<file path="src/rtl/vga_sink_monitor_if.sv">
// Bus between the display path and the VGA sink monitor: video/control inputs
// driven by the source (master) and timing/checksum status returned by the monitor (slave).
interface vga_sink_monitor_if;
  logic        pix_en;
  logic        hsync;
  logic        vsync;
  logic [3:0]  pix_r;
  logic [3:0]  pix_g;
  logic [3:0]  pix_b;
  logic        err_clr;
  logic [9:0]  x_pos;
  logic [9:0]  y_pos;
  logic        active;
  logic        frame_done;
  logic [31:0] frame_sum;
  logic [15:0] frame_cnt;
  logic        locked;
  logic        h_err;
  logic        v_err;

  modport master (
    output pix_en, hsync, vsync, pix_r, pix_g, pix_b, err_clr,
    input  x_pos, y_pos, active, frame_done, frame_sum, frame_cnt,
           locked, h_err, v_err
  );

  modport slave (
    input  pix_en, hsync, vsync, pix_r, pix_g, pix_b, err_clr,
    output x_pos, y_pos, active, frame_done, frame_sum, frame_cnt,
           locked, h_err, v_err
  );
endinterface

</file>
<file path="src/rtl/vga_sink_monitor.sv">
// Receive-side VGA monitor: recovers pixel position from sync edges, checks line and
// frame timing, accumulates a per-frame pixel checksum and declares lock after clean frames.
module vga_sink_monitor #(
  parameter int H_ACTIVE    = 640,
  parameter int H_SYNC      = 96,
  parameter int H_BP        = 48,
  parameter int H_TOTAL     = 800,
  parameter int V_ACTIVE    = 480,
  parameter int V_SYNC      = 2,
  parameter int V_BP        = 33,
  parameter int V_TOTAL     = 525,
  parameter int SYNC_ACT    = 0,
  parameter int LOCK_FRAMES = 2
) (
  input  logic              clk,
  input  logic              rst,
  vga_sink_monitor_if.slave io_vid
);

  localparam int CLEAN_W = $clog2(LOCK_FRAMES + 1);

  localparam logic              LP_ACT     = (SYNC_ACT != 0);
  localparam logic [9:0]        LP_X_LO    = 10'(H_SYNC + H_BP);
  localparam logic [9:0]        LP_X_HI    = 10'(H_SYNC + H_BP + H_ACTIVE);
  localparam logic [9:0]        LP_Y_LO    = 10'(V_SYNC + V_BP);
  localparam logic [9:0]        LP_Y_HI    = 10'(V_SYNC + V_BP + V_ACTIVE);
  localparam logic [10:0]       LP_H_TOTAL = 11'(H_TOTAL);
  localparam logic [10:0]       LP_V_TOTAL = 11'(V_TOTAL);
  localparam logic [CLEAN_W-1:0] LP_LOCK   = CLEAN_W'(LOCK_FRAMES);
  localparam logic [CLEAN_W-1:0] LP_ONE    = CLEAN_W'(1);

  typedef enum logic [1:0] {
    ST_SEARCH  = 2'd0,
    ST_MEASURE = 2'd1,
    ST_LOCKED  = 2'd2
  } state_t;

  state_t              r_state;
  state_t              w_state_nxt;
  logic [CLEAN_W-1:0]  r_clean;
  logic [CLEAN_W-1:0]  w_clean_nxt;
  logic [CLEAN_W-1:0]  w_clean_inc;

  logic        r_hs_prev;
  logic        r_vs_prev;
  logic        r_h_seen;
  logic [9:0]  r_x;
  logic [9:0]  r_y;
  logic        r_active;
  logic [31:0] r_acc;
  logic [31:0] r_frame_sum;
  logic [15:0] r_frame_cnt;
  logic        r_frame_done;
  logic        r_h_err;
  logic        r_v_err;

  logic        w_h_edge;
  logic        w_v_edge;
  logic [9:0]  w_x_nxt;
  logic [9:0]  w_y_nxt;
  logic        w_act_nxt;
  logic [10:0] w_line_len;
  logic [10:0] w_frame_lines;
  logic        w_h_bad;
  logic        w_v_bad;
  logic        w_boundary;
  logic [31:0] w_pix;
  logic [31:0] w_acc_sum;
  logic        w_locked;

  // Edges only exist on enabled samples, so everything downstream holds between enables.
  assign w_h_edge = io_vid.pix_en && (io_vid.hsync == LP_ACT) && (r_hs_prev != LP_ACT);
  assign w_v_edge = io_vid.pix_en && (io_vid.vsync == LP_ACT) && (r_vs_prev != LP_ACT);

  assign w_x_nxt = w_h_edge ? 10'd0 : ((r_x == 10'd1023) ? r_x : r_x + 10'd1);

  always_comb begin
    w_y_nxt = r_y;
    if (w_v_edge) begin
      w_y_nxt = 10'd0;
    end else if (w_h_edge && (r_y != 10'd1023)) begin
      w_y_nxt = r_y + 10'd1;
    end
  end

  assign w_act_nxt = (w_x_nxt >= LP_X_LO) && (w_x_nxt < LP_X_HI) &&
                     (w_y_nxt >= LP_Y_LO) && (w_y_nxt < LP_Y_HI);

  // The line ending at this edge spans the previous edge sample up to the last sample.
  assign w_line_len    = {1'b0, r_x} + 11'd1;
  assign w_frame_lines = {1'b0, r_y} + {10'd0, w_h_edge};

  assign w_h_bad    = w_h_edge && r_h_seen && (w_line_len != LP_H_TOTAL);
  assign w_boundary = w_v_edge && (r_state != ST_SEARCH);
  assign w_v_bad    = w_boundary && (w_frame_lines != LP_V_TOTAL);

  assign w_pix       = {20'd0, io_vid.pix_r, io_vid.pix_g, io_vid.pix_b};
  assign w_acc_sum   = r_acc + (w_act_nxt ? w_pix : 32'd0);
  assign w_clean_inc = r_clean + LP_ONE;

  always_ff @(posedge clk) begin
    if (!rst) begin
      r_state <= ST_SEARCH;
      r_clean <= '0;
    end else begin
      r_state <= w_state_nxt;
      r_clean <= w_clean_nxt;
    end
  end

  always_comb begin
    w_state_nxt = r_state;
    w_clean_nxt = r_clean;
    case (r_state)
      ST_SEARCH: begin
        if (w_h_bad) begin
          w_clean_nxt = '0;
        end else if (w_v_edge) begin
          w_state_nxt = ST_MEASURE;
          w_clean_nxt = '0;
        end
      end
      ST_MEASURE: begin
        if (w_h_bad || w_v_bad) begin
          w_state_nxt = ST_SEARCH;
          w_clean_nxt = '0;
        end else if (w_v_edge) begin
          w_clean_nxt = w_clean_inc;
          if (w_clean_inc == LP_LOCK) begin
            w_state_nxt = ST_LOCKED;
          end
        end
      end
      ST_LOCKED: begin
        if (w_h_bad || w_v_bad) begin
          w_state_nxt = ST_SEARCH;
          w_clean_nxt = '0;
        end
      end
      default: begin
        w_state_nxt = ST_SEARCH;
        w_clean_nxt = '0;
      end
    endcase
  end

  always_comb begin
    w_locked = (r_state == ST_LOCKED);
  end

  // A new error in the same cycle as err_clr keeps the flag set.
  always_ff @(posedge clk) begin
    if (!rst) begin
      r_hs_prev    <= LP_ACT;
      r_vs_prev    <= LP_ACT;
      r_h_seen     <= 1'b0;
      r_x          <= '0;
      r_y          <= '0;
      r_active     <= 1'b0;
      r_acc        <= '0;
      r_frame_sum  <= '0;
      r_frame_cnt  <= '0;
      r_frame_done <= 1'b0;
      r_h_err      <= 1'b0;
      r_v_err      <= 1'b0;
    end else begin
      r_frame_done <= 1'b0;
      r_h_err      <= (r_h_err && !io_vid.err_clr) || w_h_bad;
      r_v_err      <= (r_v_err && !io_vid.err_clr) || w_v_bad;
      if (io_vid.pix_en) begin
        r_hs_prev <= io_vid.hsync;
        r_vs_prev <= io_vid.vsync;
        r_x       <= w_x_nxt;
        r_y       <= w_y_nxt;
        r_active  <= w_act_nxt;
        if (w_h_edge) begin
          r_h_seen <= 1'b1;
        end
        if (w_v_edge) begin
          r_acc <= '0;
          if (w_boundary) begin
            r_frame_sum  <= w_acc_sum;
            r_frame_done <= 1'b1;
            r_frame_cnt  <= r_frame_cnt + 16'd1;
          end
        end else begin
          r_acc <= w_acc_sum;
        end
      end
    end
  end

  assign io_vid.x_pos      = r_x;
  assign io_vid.y_pos      = r_y;
  assign io_vid.active     = r_active;
  assign io_vid.frame_done = r_frame_done;
  assign io_vid.frame_sum  = r_frame_sum;
  assign io_vid.frame_cnt  = r_frame_cnt;
  assign io_vid.locked     = w_locked;
  assign io_vid.h_err      = r_h_err;
  assign io_vid.v_err      = r_v_err;

endmodule

</file>
<file path="src/flat_wrapper.sv">
// flat-port wrapper written by rule: the top's interface ports become plain ports
module vga_sink_monitor_flat 
#(
  parameter int H_ACTIVE    = 640,
  parameter int H_SYNC      = 96,
  parameter int H_BP        = 48,
  parameter int H_TOTAL     = 800,
  parameter int V_ACTIVE    = 480,
  parameter int V_SYNC      = 2,
  parameter int V_BP        = 33,
  parameter int V_TOTAL     = 525,
  parameter int SYNC_ACT    = 0,
  parameter int LOCK_FRAMES = 2
)
  (clk, rst, io_vid_pix_en, io_vid_hsync, io_vid_vsync, io_vid_pix_r, io_vid_pix_g, io_vid_pix_b, io_vid_err_clr, io_vid_x_pos, io_vid_y_pos, io_vid_active, io_vid_frame_done, io_vid_frame_sum, io_vid_frame_cnt, io_vid_locked, io_vid_h_err, io_vid_v_err);
  vga_sink_monitor_if io_vid_i ();
  input  logic clk;
  input  logic rst;
  input wire logic [$bits(io_vid_i.pix_en)-1:0] io_vid_pix_en;
  input wire logic [$bits(io_vid_i.hsync)-1:0] io_vid_hsync;
  input wire logic [$bits(io_vid_i.vsync)-1:0] io_vid_vsync;
  input wire logic [$bits(io_vid_i.pix_r)-1:0] io_vid_pix_r;
  input wire logic [$bits(io_vid_i.pix_g)-1:0] io_vid_pix_g;
  input wire logic [$bits(io_vid_i.pix_b)-1:0] io_vid_pix_b;
  input wire logic [$bits(io_vid_i.err_clr)-1:0] io_vid_err_clr;
  output wire logic [$bits(io_vid_i.x_pos)-1:0] io_vid_x_pos;
  output wire logic [$bits(io_vid_i.y_pos)-1:0] io_vid_y_pos;
  output wire logic [$bits(io_vid_i.active)-1:0] io_vid_active;
  output wire logic [$bits(io_vid_i.frame_done)-1:0] io_vid_frame_done;
  output wire logic [$bits(io_vid_i.frame_sum)-1:0] io_vid_frame_sum;
  output wire logic [$bits(io_vid_i.frame_cnt)-1:0] io_vid_frame_cnt;
  output wire logic [$bits(io_vid_i.locked)-1:0] io_vid_locked;
  output wire logic [$bits(io_vid_i.h_err)-1:0] io_vid_h_err;
  output wire logic [$bits(io_vid_i.v_err)-1:0] io_vid_v_err;
  assign io_vid_i.pix_en = io_vid_pix_en;
  assign io_vid_i.hsync = io_vid_hsync;
  assign io_vid_i.vsync = io_vid_vsync;
  assign io_vid_i.pix_r = io_vid_pix_r;
  assign io_vid_i.pix_g = io_vid_pix_g;
  assign io_vid_i.pix_b = io_vid_pix_b;
  assign io_vid_i.err_clr = io_vid_err_clr;
  assign io_vid_x_pos = io_vid_i.x_pos;
  assign io_vid_y_pos = io_vid_i.y_pos;
  assign io_vid_active = io_vid_i.active;
  assign io_vid_frame_done = io_vid_i.frame_done;
  assign io_vid_frame_sum = io_vid_i.frame_sum;
  assign io_vid_frame_cnt = io_vid_i.frame_cnt;
  assign io_vid_locked = io_vid_i.locked;
  assign io_vid_h_err = io_vid_i.h_err;
  assign io_vid_v_err = io_vid_i.v_err;
  vga_sink_monitor #(.H_ACTIVE(H_ACTIVE), .H_SYNC(H_SYNC), .H_BP(H_BP), .H_TOTAL(H_TOTAL), .V_ACTIVE(V_ACTIVE), .V_SYNC(V_SYNC), .V_BP(V_BP), .V_TOTAL(V_TOTAL), .SYNC_ACT(SYNC_ACT), .LOCK_FRAMES(LOCK_FRAMES)) u_core (.clk(clk), .rst(rst), .io_vid(io_vid_i));
endmodule
</file>
<file path="config.mk">
export PLATFORM = sky130hd
export DESIGN_NAME = vga_sink_monitor_flat
export DESIGN_NICKNAME = d
export VERILOG_FILES = /design/src/rtl/vga_sink_monitor_if.sv /design/src/rtl/vga_sink_monitor.sv /design/src/flat_wrapper.sv
export SDC_FILE = /design/constraint.sdc
export NUM_CORES = 1
export LEC_CHECK = 0
export BUFFER_PORTS_ARGS = -buffer_cell sky130_fd_sc_hd__buf_2
export CAP_MARGIN = 20
export CORE_ASPECT_RATIO = 0.6
export CORE_MARGIN = 5
export CORE_UTILIZATION = 30
export DETAILED_ROUTE_END_ITERATION = 12
export SLEW_MARGIN = 25
export SYNTH_ARGS = -nofsm -noshare
export SYNTH_HDL_FRONTEND = slang
export SYNTH_SLANG_ARGS = --single-unit
</file>
<file path="constraint.sdc">
create_clock -name clk -period 9.13 [get_ports clk]
set_input_delay 0.913 -clock clk [delete_from_list [all_inputs] [get_ports clk]]
set_output_delay 0.913 -clock clk [all_outputs]
set_load 0.05 [all_outputs]
</file>
# After elaboration in Yosys (flattened, before gate mapping)
# Cells that the tools add are included.
# W data, S select, Z words.
# word_totals
reg_bits	111
in_bits	18
out_inout_bits	73
elab_cells	84
# classes
addsub	7
magnitude_cmp	4
n_eq_ne	13
mux	19
bitwise	2
reduce_logical	25
# op_table
operator	n
$mux W10	4
$add A32 B32 Y32	1
$mux W32	1
$ne A11 B10 Y1 const B	2
$add A10 B1 Y10 const B	2
$lt A10 B10 Y1 const B	2
$mux W2	10
$add A16 B1 Y16 const B	1
$logic_and A1 B1 Y1	14
$mux W12	1
$pmux W2 S3	2
$add A10 B1 Y11	1
$add A10 B1 Y11 const B	1
$eq A10 B10 Y1 const B	1
$ge A10 B6 Y1 const B	1
$ge A10 B8 Y1 const B	1
$ne A10 B10 Y1 const B	1
$ne A3 B1 Y1 const B	3
$reduce_and A3 Y1	3
$reduce_and A5 Y1	1
$eq A2 B2 Y1 const B	2
$ne A2 B1 Y1 const B	2
$logic_or A1 B1 Y1	3
$add A2 B1 Y2 const B	1
8 further kinds	9

# Depth between registers and ports, before layout
# Gate-level depths: netlist of the first run.
# depth
depth_word	12
mapped_depth	21
ltp_nobuf	18

# Worst setup path after synthesis of the first run
# OpenSTA, ideal clock, no wires.
# synth_timing
path_kind	input-to-reg
start	in io_vid_pix_en
end	reg u_core.r_acc[26]
setup_ps	72
arrival_time_ps	4881
required_time_ps	9058
setup_slack_ps	4177
path_stages	20
path_buffers	2
cell_sequence	buf_4 nand3b_2 clkinv_1 nand3_2 o311a_1 a2111oi_1 nand4_1 a21oi_2 buf_4 and2_1 ha_1 inv_1 fa_1 nor2b_1 o2111ai_1 a31oi_1 a221o_1 nand3_2 or4_1 a21oi_1
# synth_between
elab_chain_cells	11
word_cells_on_any_way	18
classes_between	add/sub (1); order compare (4); mux (5); reduce/logical (8)
# synth_rtl
item	line	rtl
from (decl)	flat_wrapper.sv:19	input wire logic [$bits(io_vid_i.pix_en)-1:0] io_vid_pix_en;
$logic_and A1 B1 Y1 (2 in a row)	vga_sink_monitor.sv:72	assign w_h_edge = io_vid.pix_en && (io_vid.hsync == LP_ACT) && (r_hs_prev != LP_ACT);
$logic_and A1 B1 Y1	vga_sink_monitor.sv:81	end else if (w_h_edge && (r_y != 10'd1023)) begin
$mux W10	vga_sink_monitor.sv:81	
$mux W10	vga_sink_monitor.sv:79	if (w_v_edge) begin
$ge A10 B6 Y1	vga_sink_monitor.sv:87	(w_y_nxt >= LP_Y_LO) && (w_y_nxt < LP_Y_HI);
$logic_and A1 B1 Y1	vga_sink_monitor.sv:86	assign w_act_nxt = (w_x_nxt >= LP_X_LO) && (w_x_nxt < LP_X_HI) &&
$logic_and A1 B1 Y1	vga_sink_monitor.sv:87	
$mux W12	vga_sink_monitor.sv:98	assign w_acc_sum = r_acc + (w_act_nxt ? w_pix : 32'd0);
$add A32 B32 Y32	vga_sink_monitor.sv:98	
$mux W32	vga_sink_monitor.sv:179	if (w_v_edge) begin
to (signal assigned)	vga_sink_monitor.sv:187	r_acc <= w_acc_sum;
to (decl)	vga_sink_monitor.sv:50	logic [31:0] r_acc;
# Several ways; a longest one is shown, not always the timed one.
# A chain may end at the register's enable or synchronous reset.

# Final worst setup path of the first run
# layout_timing
start	in io_vid_pix_en
end	reg u_core.r_acc[30]
# Same word-level chain as after synthesis.

==> summary.txt, run 1 <==
CP Capture Type = flop
Tcrit/Tclk final = 69.6%
cts bufs inserted = 9
Vias/cell = 5.06
initial antenna violation count = 0
Crit path largest cell delay = 0.65 ns
DP HPWL = 11900 µm
Synth Flop Type = dfxtp_1
Final Cell Area = 6790 µm²
# DRC = 0
final setup fails = 0
routed wire length = 16500 µm
I/O Buffers = 90
Initial Utilization = 30.7%
Worst Setup Start Kind = primary input
Final ANT Viol Nets = 0
PwrDens = 136 nW/µm²
LEAKAGE = 0.00272 µW
DR vias = 5359
min cycle time layout = 6.35 ns
Root Buffer = clkbuf_16
max-capacitance violation count = 0
Hold Crit Class = flop to flop
Tightest Pin Transition = 0.794 ns
largest net degree at the start of global routing = 58
syn_nets = 764
maximum fanout along the worst path = 26
Top cell by count, worst path = nand3_2
CP cell instances = buf_2 > nand3b_2 > clkinv_1 > nand3_2 > o311a_1 > a2111oi_1 > nand4_1 > a21oi_2 > and2_1 > ha_1 > inv_1 > fa_1 > nor2b_1 > o2111ai_1 > a31oi_1 > a221o_1 > nand3_2 > or4_1 > a21oi_1
H-tree Lvls = 3
layout cells sized above 1 = 15.0%
Iter 0 DRT Violations = 423
post-synthesis sequential area ratio = 38.0%
Post-Syn Area = 5850 µm²
Critical-path top delay cell = a221o_1
Post-CTS Resized = 0
GRT Resource Usage Total = 14.5%
die span in x = 190 µm
Reg clk slew, reported paths = 0.07 ns
Clock Latency Late Sink = 0.34 ns
placed cell area = 6480 µm²
flop and latch count out of synthesis = 111
final hold vios = 0
Final #Nets = 826
DP Cell Count = 1044
TritonCTS clock tree = done
die span in y = 118 µm
Synth Instances = 727
Area growth syn-to-layout = 15.9%
Synth Warn # = 0
die area = 22500 µm²
fmax = 0.157 GHz
Top Ports = 91
Fin Setup TNS = 0 ns
number of post-CTS setup repair buffers = 0
Clock Tree Buf Depth = 2
total grt overflow = 0
worst-case clock skew = 0.00635 ns
Crit path required time = 9.39 ns
Final Max Tran Viols = 0
critical path data arrival time = 6.61 ns
commonest non-fill, non-tap cell in the layout = dfxtp_1
unrepaired setup endpoints after global routing = no
number of cell rows = 39
Post-synth EDFFs = 0
ANT cells = 0
Cell Count, Final, Fillers Out = 1060
commonest non-fill, non-tap cells in the layout = 111 x dfxtp_1, 90 x buf_2, 71 x a21oi_1
Seq. cell area = 2220 µm²
Peak supply drop = 0.0000892 V
first-pass GRT wire length = 26900 µm
WS Path Type = primary input to flop
Synth async-reset ratio = 0%
CP delay by family, top = compound AO/OA/AOI/OAI gates
Buffers & Inverters on Critical Path = 3
Placer Congestion = 0.845
Fill cells = 1982
hold buffers post-CTS = 0
CTS Sinks = 111
Slew HR = 46.8%
syn avg cell area = 8.05 µm²
DR WL/cell = 15.6 µm
outcome = completed
Core Area = 19100 µm²
router iterations before antenna repair = 5
vias in the first global route = 4907
Netlist cell types = 66
area of the multi-input gates = 3400 µm²
==> metrics by stage <==
stage | hold WS, ns | total power (µW) | util [%] | setup WS, ns
after floorplan | 0.432 | 525 | - | 4.18
after global routing | 0.480 | 961 | 35.6 | 2.35
after CTS | 0.459 | 938 | 35.6 | 2.70
after global placement | 0.441 | 538 | 34.0 | 2.64
after detailed placement | 0.448 | 539 | 34.0 | 2.41
final | 0.458 | 926 | 35.6 | 2.78
==> per-layer routing <==
layer  up-vias  share of wire [%]  track usage, %
li1       2733                  -               -
met1      2472                 56            23.6
met2       144                 37            18.7
met3        10                6.0            3.98
met4         0               0.90            2.47
met5         -                  0               0
==> Yosys cell counts (all sizes together) (2+ instances only) <==
master   count  share of area (%)
o22ai        2               0.21
a21o         7               0.90
xor2        29                4.3
and3        17                1.8
nand2b       5               0.53
nor3        11               0.94
a41o         2               0.34
a22oi        8                1.0
a211oi       5               0.64
o21bai       2               0.26
o311ai       3               0.45
and2        22                2.4
o211ai       2               0.26
nor4         2               0.21
nand2       66                4.2
inv         14               0.90
a211o        2               0.30
a22o         4               0.60
nand3b       5               0.71
ha          18                3.8
nor2b        5               0.53
a311oi       3               0.45
o21ai       56                4.8
nand4       13                1.5
mux2i        4               0.68
a31oi       10                1.1
o21a         2               0.26
a21oi       72                6.2
dfxtp      111                 38
nor2        71                4.6
o311a        3               0.51
clkbuf      32                2.1
and4         5               0.79
o2bb2ai      2               0.30
or4          4               0.51
xnor2       25                3.7
nand3       38                3.4
buf         11                1.2
or3          9               0.96
o31ai        9                1.2
a221o        2               0.34
==> power breakdown <==
part / switching (µW) / total, µW / leakage [µW] / internal [µW]
Clock: 178 / 399 / 0.000149 / 221
Sequential: 2.81 / 489 / 0.000895 / 486
Combinational: 29.3 / 38.8 / 0.00168 / 9.51
Total: 210 / 926 / 0.00272 / 716
==> path summary, 6_finish.rpt <==
| check | to | slack [ns] | startpoint | cells past startpoint |
|---|---|---|---|---|
| setup / recovery | u_core.r_acc[30] | 2.78 | io_vid_pix_en | 19 |
| setup reg to reg | u_core.r_acc[30] | 3.23 | u_core.io_vid.y_pos[0] | 18 |
| hold / removal | u_core.io_vid.frame_sum[12] | 0.46 | u_core.io_vid.frame_sum[12] | 2 |
| hold reg to reg | u_core.io_vid.frame_sum[12] | 0.46 | u_core.io_vid.frame_sum[12] | 2 |
==> area by class of cell <==
cell class / count / share of cell area (%)
clock buffers: 11 / 3.58
clock inverters: 5 / 0.848
inverters: 15 / 0.829
multi-input cells: 558 / 50.0
flip-flops and latches: 111 / 32.7
well taps: 266 / 4.90
repair buffers: 94 / 7.08
==> state kept, by name, indices dropped and copies added, names as in the netlist <==
name,flops
u_core.io_vid.h_err,1
u_core.r_h_seen,1
u_core.r_vs_prev,1
u_core.io_vid.v_err,1
u_core.io_vid.frame_sum,32
u_core.r_state,2
u_core.io_vid.active,1
u_core.r_hs_prev,1
u_core.io_vid.y_pos,10
u_core.io_vid.frame_done,1
u_core.r_clean,2
u_core.r_acc,32
u_core.io_vid.x_pos,10
u_core.io_vid.frame_cnt,16
==> worst min-delay path: stages (launching register included) <==
cell	delay, ns
dfxtp_1	0.31
nand2_1	0.05
a21oi_1	0.05
==> logic make-up after synthesis <==
group                    synth area share, %
AND/OR/NAND/NOR                         23.6
buffers and inverters                   4.21
multiplexers                           0.684
XOR/XNOR                                8.08
adder cells (fa/ha/maj)                 4.19
AO/OA/AOI/OAI                           21.3
flip-flops                              38.0
No activity file was read; power rests on OpenSTA's default activity.
==> inputs of run 2 (changes only) <==
Clock period 9.13 ns to 5.2 ns, I/O delays scaled along.
==> summary.txt, run 2 (synthesis gave the netlist of run 1 again) <==
TritonCTS clock tree = done (unchanged)
first-pass GRT wire length = 27500 µm (was 26900 µm)
PwrDens = 234 nW/µm² (was 136 nW/µm²)
Fill cells = 2002 (was 1982)
Clock Tree Buf Depth = 2 (unchanged)
DP HPWL = 12500 µm (was 11900 µm)
router iterations before antenna repair = 5 (unchanged)
Post-CTS Resized = 0 (unchanged)
Placer Congestion = 0.908 (was 0.845)
I/O Buffers = 90 (unchanged)
CP Capture Type = flop (unchanged)
final setup fails = 0 (unchanged)
Crit path required time = 5.44 ns (was 9.39 ns)
Hold EP = u_core.r_hs_prev (was u_core.io_vid.frame_sum[12])
Root Buffer = clkbuf_16 (unchanged)
max-capacitance violation count = 0 (unchanged)
Worst Setup Start Kind = flop (was primary input)
Tcrit/Tclk final = 92.1%
Buffers & Inverters on Critical Path = 2 (was 3)
final hold vios = 0 (unchanged)
CP cell instances = nand4_2 > or4_1 > o311a_1 > o21bai_1 > o22a_1 > a21oi_2 > and2_1 > ha_1 > inv_1 > fa_1 > nor2b_1 > o2111ai_1 > a31oi_1 > a221o_1 > buf_4 > and3_1 > o21ai_0 > a22o_1 (was buf_2 > nand3b_2 > clkinv_1 > nand3_2 > o311a_1 > a2111oi_1 > nand4_1 > a21oi_2 > and2_1 > ha_1 > inv_1 > fa_1 > nor2b_1 > o2111ai_1 > a31oi_1 > a221o_1 > nand3_2 > or4_1 > a21oi_1)
DR WL/cell = 16.0 µm (was 15.6 µm)
GRT Resource Usage Total = 14.9% (was 14.5%)
layout cells sized above 1 = 16.3% (was 15.0%)
Top Ports = 91 (unchanged)
die area = 22500 µm² (unchanged)
Clock Latency Late Sink = 0.35 ns (was 0.34 ns)
WS Path Type = flop to flop (was primary input to flop)
min cycle time layout = 4.79 ns
Final Power = 1600 µW (was 926 µW)
critical path data arrival time = 5.03 ns (was 6.61 ns)
Initial Utilization = 30.7% (unchanged)
Final ANT Viol Nets = 0 (unchanged)
Fin Setup TNS = 0 ns (unchanged)
die span in x = 190 µm (unchanged)
Hold Crit Class = primary input to flop (was flop to flop)
Hold Path Depth = 3 (was 2)
r2r endpoint = u_core.r_acc[16] (was u_core.r_acc[30])
CTS Sinks = 111 (unchanged)
critical hold path startpoint = io_vid_hsync (was u_core.io_vid.frame_sum[12])
commonest non-fill, non-tap cells in the layout = 110 x dfxtp_1, 90 x buf_2, 71 x a21oi_1 (was 111 x dfxtp_1, 90 x buf_2, 71 x a21oi_1)
LEAKAGE = 0.00277 µW (was 0.00272 µW)
Peak supply drop = 0.000167 V (was 0.0000892 V)
fmax = 0.209 GHz
FF-to-FF path depth = 18 (unchanged)
CP delay by family, top = compound AO/OA/AOI/OAI gates (unchanged)
commonest non-fill, non-tap cell in the layout = dfxtp_1 (unchanged)
number of cell rows = 39 (unchanged)
Vias/cell = 5.09 (was 5.06)
Tightest Pin Transition = 0.859 ns (was 0.794 ns)
total grt overflow = 0 (unchanged)
Crit path largest cell delay = 0.57 ns (was 0.65 ns)
Core Area = 19100 µm² (unchanged)
initial antenna violation count = 0 (unchanged)
cell depth of the worst setup path = 18 (was 19)
largest net degree at the start of global routing = 57 (was 58)
# DRC = 0 (unchanged)
ANT cells = 0 (unchanged)
vias in the first global route = 4938 (was 4907)
worst-case clock skew = 0.0119 ns (was 0.00635 ns)
H-tree Lvls = 3 (unchanged)
DR vias = 5452 (was 5359)
unrepaired setup endpoints after global routing = no (unchanged)
Final Max Tran Viols = 0 (unchanged)
routed wire length = 17100 µm (was 16500 µm)
reg2reg setup slack = 0.41 ns (was 3.23 ns)
Iter 0 DRT Violations = 453 (was 423)
RR Startpoint = u_core.io_vid.y_pos[3] (was u_core.io_vid.y_pos[0])
Critical-path top delay cell = dfxtp_1 (was a221o_1)
number of post-CTS setup repair buffers = 0 (unchanged)
hold buffers post-CTS = 0 (unchanged)
Final #Nets = 837 (was 826)
cts bufs inserted = 9 (unchanged)
maximum fanout along the worst path = 15 (was 26)
Area growth syn-to-layout = 17.2% (was 15.9%)
Reg clk slew, reported paths = 0.08 ns (was 0.07 ns)
die span in y = 118 µm (unchanged)
Slew HR = 42.5% (was 46.8%)
outcome = completed (unchanged)
==> run 2: cell count changes in the layout (fill, tap and decap cells not counted), sizes merged <==
cell | previous run | this run
buf | 94 | 105
inv | 14 | 16
bufinv | 1 | 0
clkbuf | 11 | 10
clkinv | 5 | 4
clkinvlp | 0 | 1
==> run 2: per-stage QoR <==
stage | hold WS (ns) | instance area, µm² | utilization, % | std cells | setup WS (ns)
floorplan | 0.432 | 5850 | - | 727 | 0.335
detailed placement | 0.445 | 6570 | 34.4 | 1055 | 0.217
global route | 0.450 | 6860 | 35.9 | 1071 | 0.0237
global placement | 0.439 | 6570 | 34.4 | 1055 | 0.332
CTS | 0.419 | 6850 | 35.9 | 1071 | 0.446
finish | 0.431 | 6860 | 35.9 | 1071 | 0.412
==> run 2: report_power, final <==
part           total (µW)  switching (µW)  internal, µW
clock network         675             341           334
registers             857            4.77           853
logic                71.4            53.0          18.4
total                1600             398          1210
==> run 2: cell type report <==
cell class	instances	area [µm²]	area share, %
flip-flops and latches	111	2220	32.4
multi-input cells	558	3400	49.6
well taps	266	333	4.85
repair buffers	105	563	8.21
clock buffers	10	229	3.34
clock inverters	6	53.8	0.784
inverters	15	56.3	0.821
==> run 2: worst max path at each step <==
| stage | startpoint | to | slack [ns] |
|---|---|---|---|
| 2_1_floorplan | u_core.io_vid.y_pos[0] | u_core.r_acc[26] | 0.33 |
| 3_3_place_gp | io_vid_hsync | u_core.r_acc[16] | 0.33 |
| 3_5_place_dp | io_vid_hsync | u_core.r_acc[21] | 0.22 |
| 4_1_cts | u_core.io_vid.y_pos[2] | u_core.r_acc[21] | 0.45 |
| 5_1_grt | u_core.io_vid.y_pos[3] | u_core.r_acc[26] | 0.02 |
| 6_report | u_core.io_vid.y_pos[3] | u_core.r_acc[16] | 0.41 |
==> run 2: worst min-delay path: stages <==
cell	delay [ns]
buf_2	0.09
mux2i_1	0.06
nor2_1	0.07
==> run 2: metal layers <==
layer | up-vias | GRT usage [%] | part of all wire [%]
met5 | - | 0 | 0
met2 | 186 | 19.0 | 36
li1 | 2747 | - | -
met1 | 2509 | 24.8 | 56
met3 | 10 | 3.45 | 6.7
met4 | 0 | 2.60 | 0.78
==> inputs of run 3 (changes only) <==
Settings changed: CTS_BUF_LIST set to sky130_fd_sc_hd__clkbuf_16.
==> summary.txt, run 3 (synthesis gave the netlist of run 1 again) <==
routed wire length = 17100 µm (about the same)
I/O Buffers = 90 (unchanged)
Peak supply drop = 0.000167 V (about the same)
Final #Nets = 837 (unchanged)
WS Path Type = flop to flop (unchanged)
vias in the first global route = 4938 (unchanged)
PwrDens = 233 nW/µm² (was 234 nW/µm²)
DR vias = 5437 (was 5452)
Root Buffer = clkbuf_16 (unchanged)
Clock Latency Late Sink = 0.35 ns (about the same)
first-pass GRT wire length = 27500 µm (unchanged)
Crit path required time = 5.44 ns (about the same)
router iterations before antenna repair = 5 (unchanged)
Placer Congestion = 0.908 (unchanged)
outcome = completed (unchanged)
DP HPWL = 12500 µm (unchanged)
unrepaired setup endpoints after global routing = no (unchanged)
final setup fails = 0 (unchanged)
Cell Count, Final, Fillers Out = 1071 (unchanged)
hold buffers post-CTS = 0 (unchanged)
worst setup path start = u_core.io_vid.y_pos[3] (unchanged)
Clock Tree Buf Depth = 2 (unchanged)
commonest non-fill, non-tap cell in the layout = dfxtp_1 (unchanged)
Core Area = 19100 µm² (unchanged)
Slew HR = 42.3% (was 42.5%)
die span in y = 118 µm (unchanged)
CP Capture Type = flop (unchanged)
Tcrit/Tclk final = 92.0% (was 92.1%)
Final Power = 1600 µW (about the same)
Fill cells = 2002 (unchanged)
Final ANT Viol Nets = 0 (unchanged)
Vias/cell = 5.08 (was 5.09)
die area = 22500 µm² (unchanged)
initial antenna violation count = 0 (unchanged)
Final Worst Setup Slack = 0.415 ns (was 0.412 ns)
Iter 0 DRT Violations = 476 (was 453)
largest net degree at the start of global routing = 57 (unchanged)
critical hold path startpoint = io_vid_hsync (unchanged)
CTS Sinks = 111 (unchanged)
Top Ports = 91 (unchanged)
Initial Utilization = 30.7% (unchanged)
number of cell rows = 39 (unchanged)
Tightest Pin Transition = 0.863 ns (was 0.859 ns)
critical path data arrival time = 5.03 ns (about the same)
# DRC = 0 (unchanged)
maximum fanout along the worst path = 15 (unchanged)
die span in x = 190 µm (unchanged)
H-tree Lvls = 3 (unchanged)
TritonCTS clock tree = done (unchanged)
RR Startpoint = u_core.io_vid.y_pos[3] (unchanged)
max-capacitance violation count = 0 (unchanged)
DP Cell Count = 1055 (unchanged)
DR WL/cell = 16.0 µm (about the same)
final hold vios = 0 (unchanged)
Final Cell Area = 6860 µm² (unchanged)
Final Max Tran Viols = 0 (unchanged)
cts bufs inserted = 9 (unchanged)
LEAKAGE = 0.00277 µW (about the same)
fmax = 0.209 GHz (about the same)
total grt overflow = 0 (unchanged)
min cycle time layout = 4.79 ns (about the same)
layout cells sized above 1 = 16.3% (unchanged)
Reg clk slew, reported paths = 0.08 ns (about the same)
Seq. cell area = 2220 µm² (unchanged)
ANT cells = 0 (unchanged)
placed cell area = 6570 µm² (unchanged)
GRT Resource Usage Total = 14.9% (unchanged)
Worst Setup Start Kind = flop (unchanged)
worst-case clock skew = 0.0121 ns (was 0.0119 ns)
area of the multi-input gates = 3400 µm² (unchanged)
commonest non-fill, non-tap cells in the layout = 110 x dfxtp_1, 90 x buf_2, 71 x a21oi_1 (unchanged)
dpl ws = 0.217 ns (unchanged)
Fin Setup TNS = 0 ns (unchanged)
Area growth syn-to-layout = 17.2% (unchanged)
Hold Crit Class = primary input to flop (unchanged)
-- run 3: cell count changes in the layout (fill, tap and decap cells not counted) --
cell / before / now
clkbuf_1: 1 / 0
inv_1: 13 / 14
-- run 3: timing repair --
item / CTS / global route
buffers inserted: 0 / 0
endpoints found under the setup margin: 0 / 2
hold endpoints to repair: 0 / 0
gates resized for setup: 0 / 2
-- run 3: cell type report --
class	instances	area share (%)
Clock buffer	9	3.28
Clock inverter	7	0.839
Inverter	15	0.821
Multi-Input combinational cell	558	49.6
Sequential cell	111	32.4
Tap cell	266	4.85
Timing Repair Buffer	105	8.21
-- run 3: stage by stage --
step	hold slack, ns	util [%]
finish	0.431	35.9
CTS	0.419	35.9
global route	0.450	35.9
detailed placement	0.445	34.4
global placement	0.439	34.4
floorplan	0.432	-
-- run 3: worst max-delay path, cell delays in order (launching register included) --
cell       delay [ns]
dfxtp_1          0.57
nand4_2          0.24
or4_1            0.53
o311a_1          0.36
o21bai_1         0.17
o22a_1           0.19
a21oi_2          0.14
and2_1           0.14
ha_1             0.18
inv_1            0.06
fa_1             0.39
nor2b_1          0.18
o2111ai_1        0.15
a31oi_1          0.29
a221o_1          0.26
buf_4            0.23
and3_1           0.24
o21ai_0          0.10
a22o_1           0.25
-- run 3: power by group --
| part | internal [µW] | total [µW] | leakage (µW) | switching, µW |
|---|---|---|---|---|
| clock network | 332 | 673 | 0.000139 | 341 |
| registers | 853 | 857 | 0.000895 | 4.76 |
| logic | 18.4 | 71.5 | 0.00174 | 53.0 |
| total | 1200 | 1600 | 0.00277 | 398 |
-- run 3: path summary, 6_finish.rpt --
path	cells after the start	to	slack, ns
setup / recovery	18	u_core.r_acc[16]	0.41
hold reg to reg	2	u_core.io_vid.frame_sum[12]	0.45
setup reg to reg	18	u_core.r_acc[16]	0.41
hold / removal	3	u_core.r_hs_prev	0.43
-- run 3: layer usage --
| metal | track usage (%) | vias to the layer above | share of wire (%) |
|---|---|---|---|
| met5 | 0 | - | 0 |
| met4 | 2.60 | 0 | 0.78 |
| met3 | 3.45 | 10 | 6.7 |
| met2 | 19.0 | 179 | 36 |
| met1 | 24.8 | 2503 | 56 |
| li1 | - | 2745 | - |
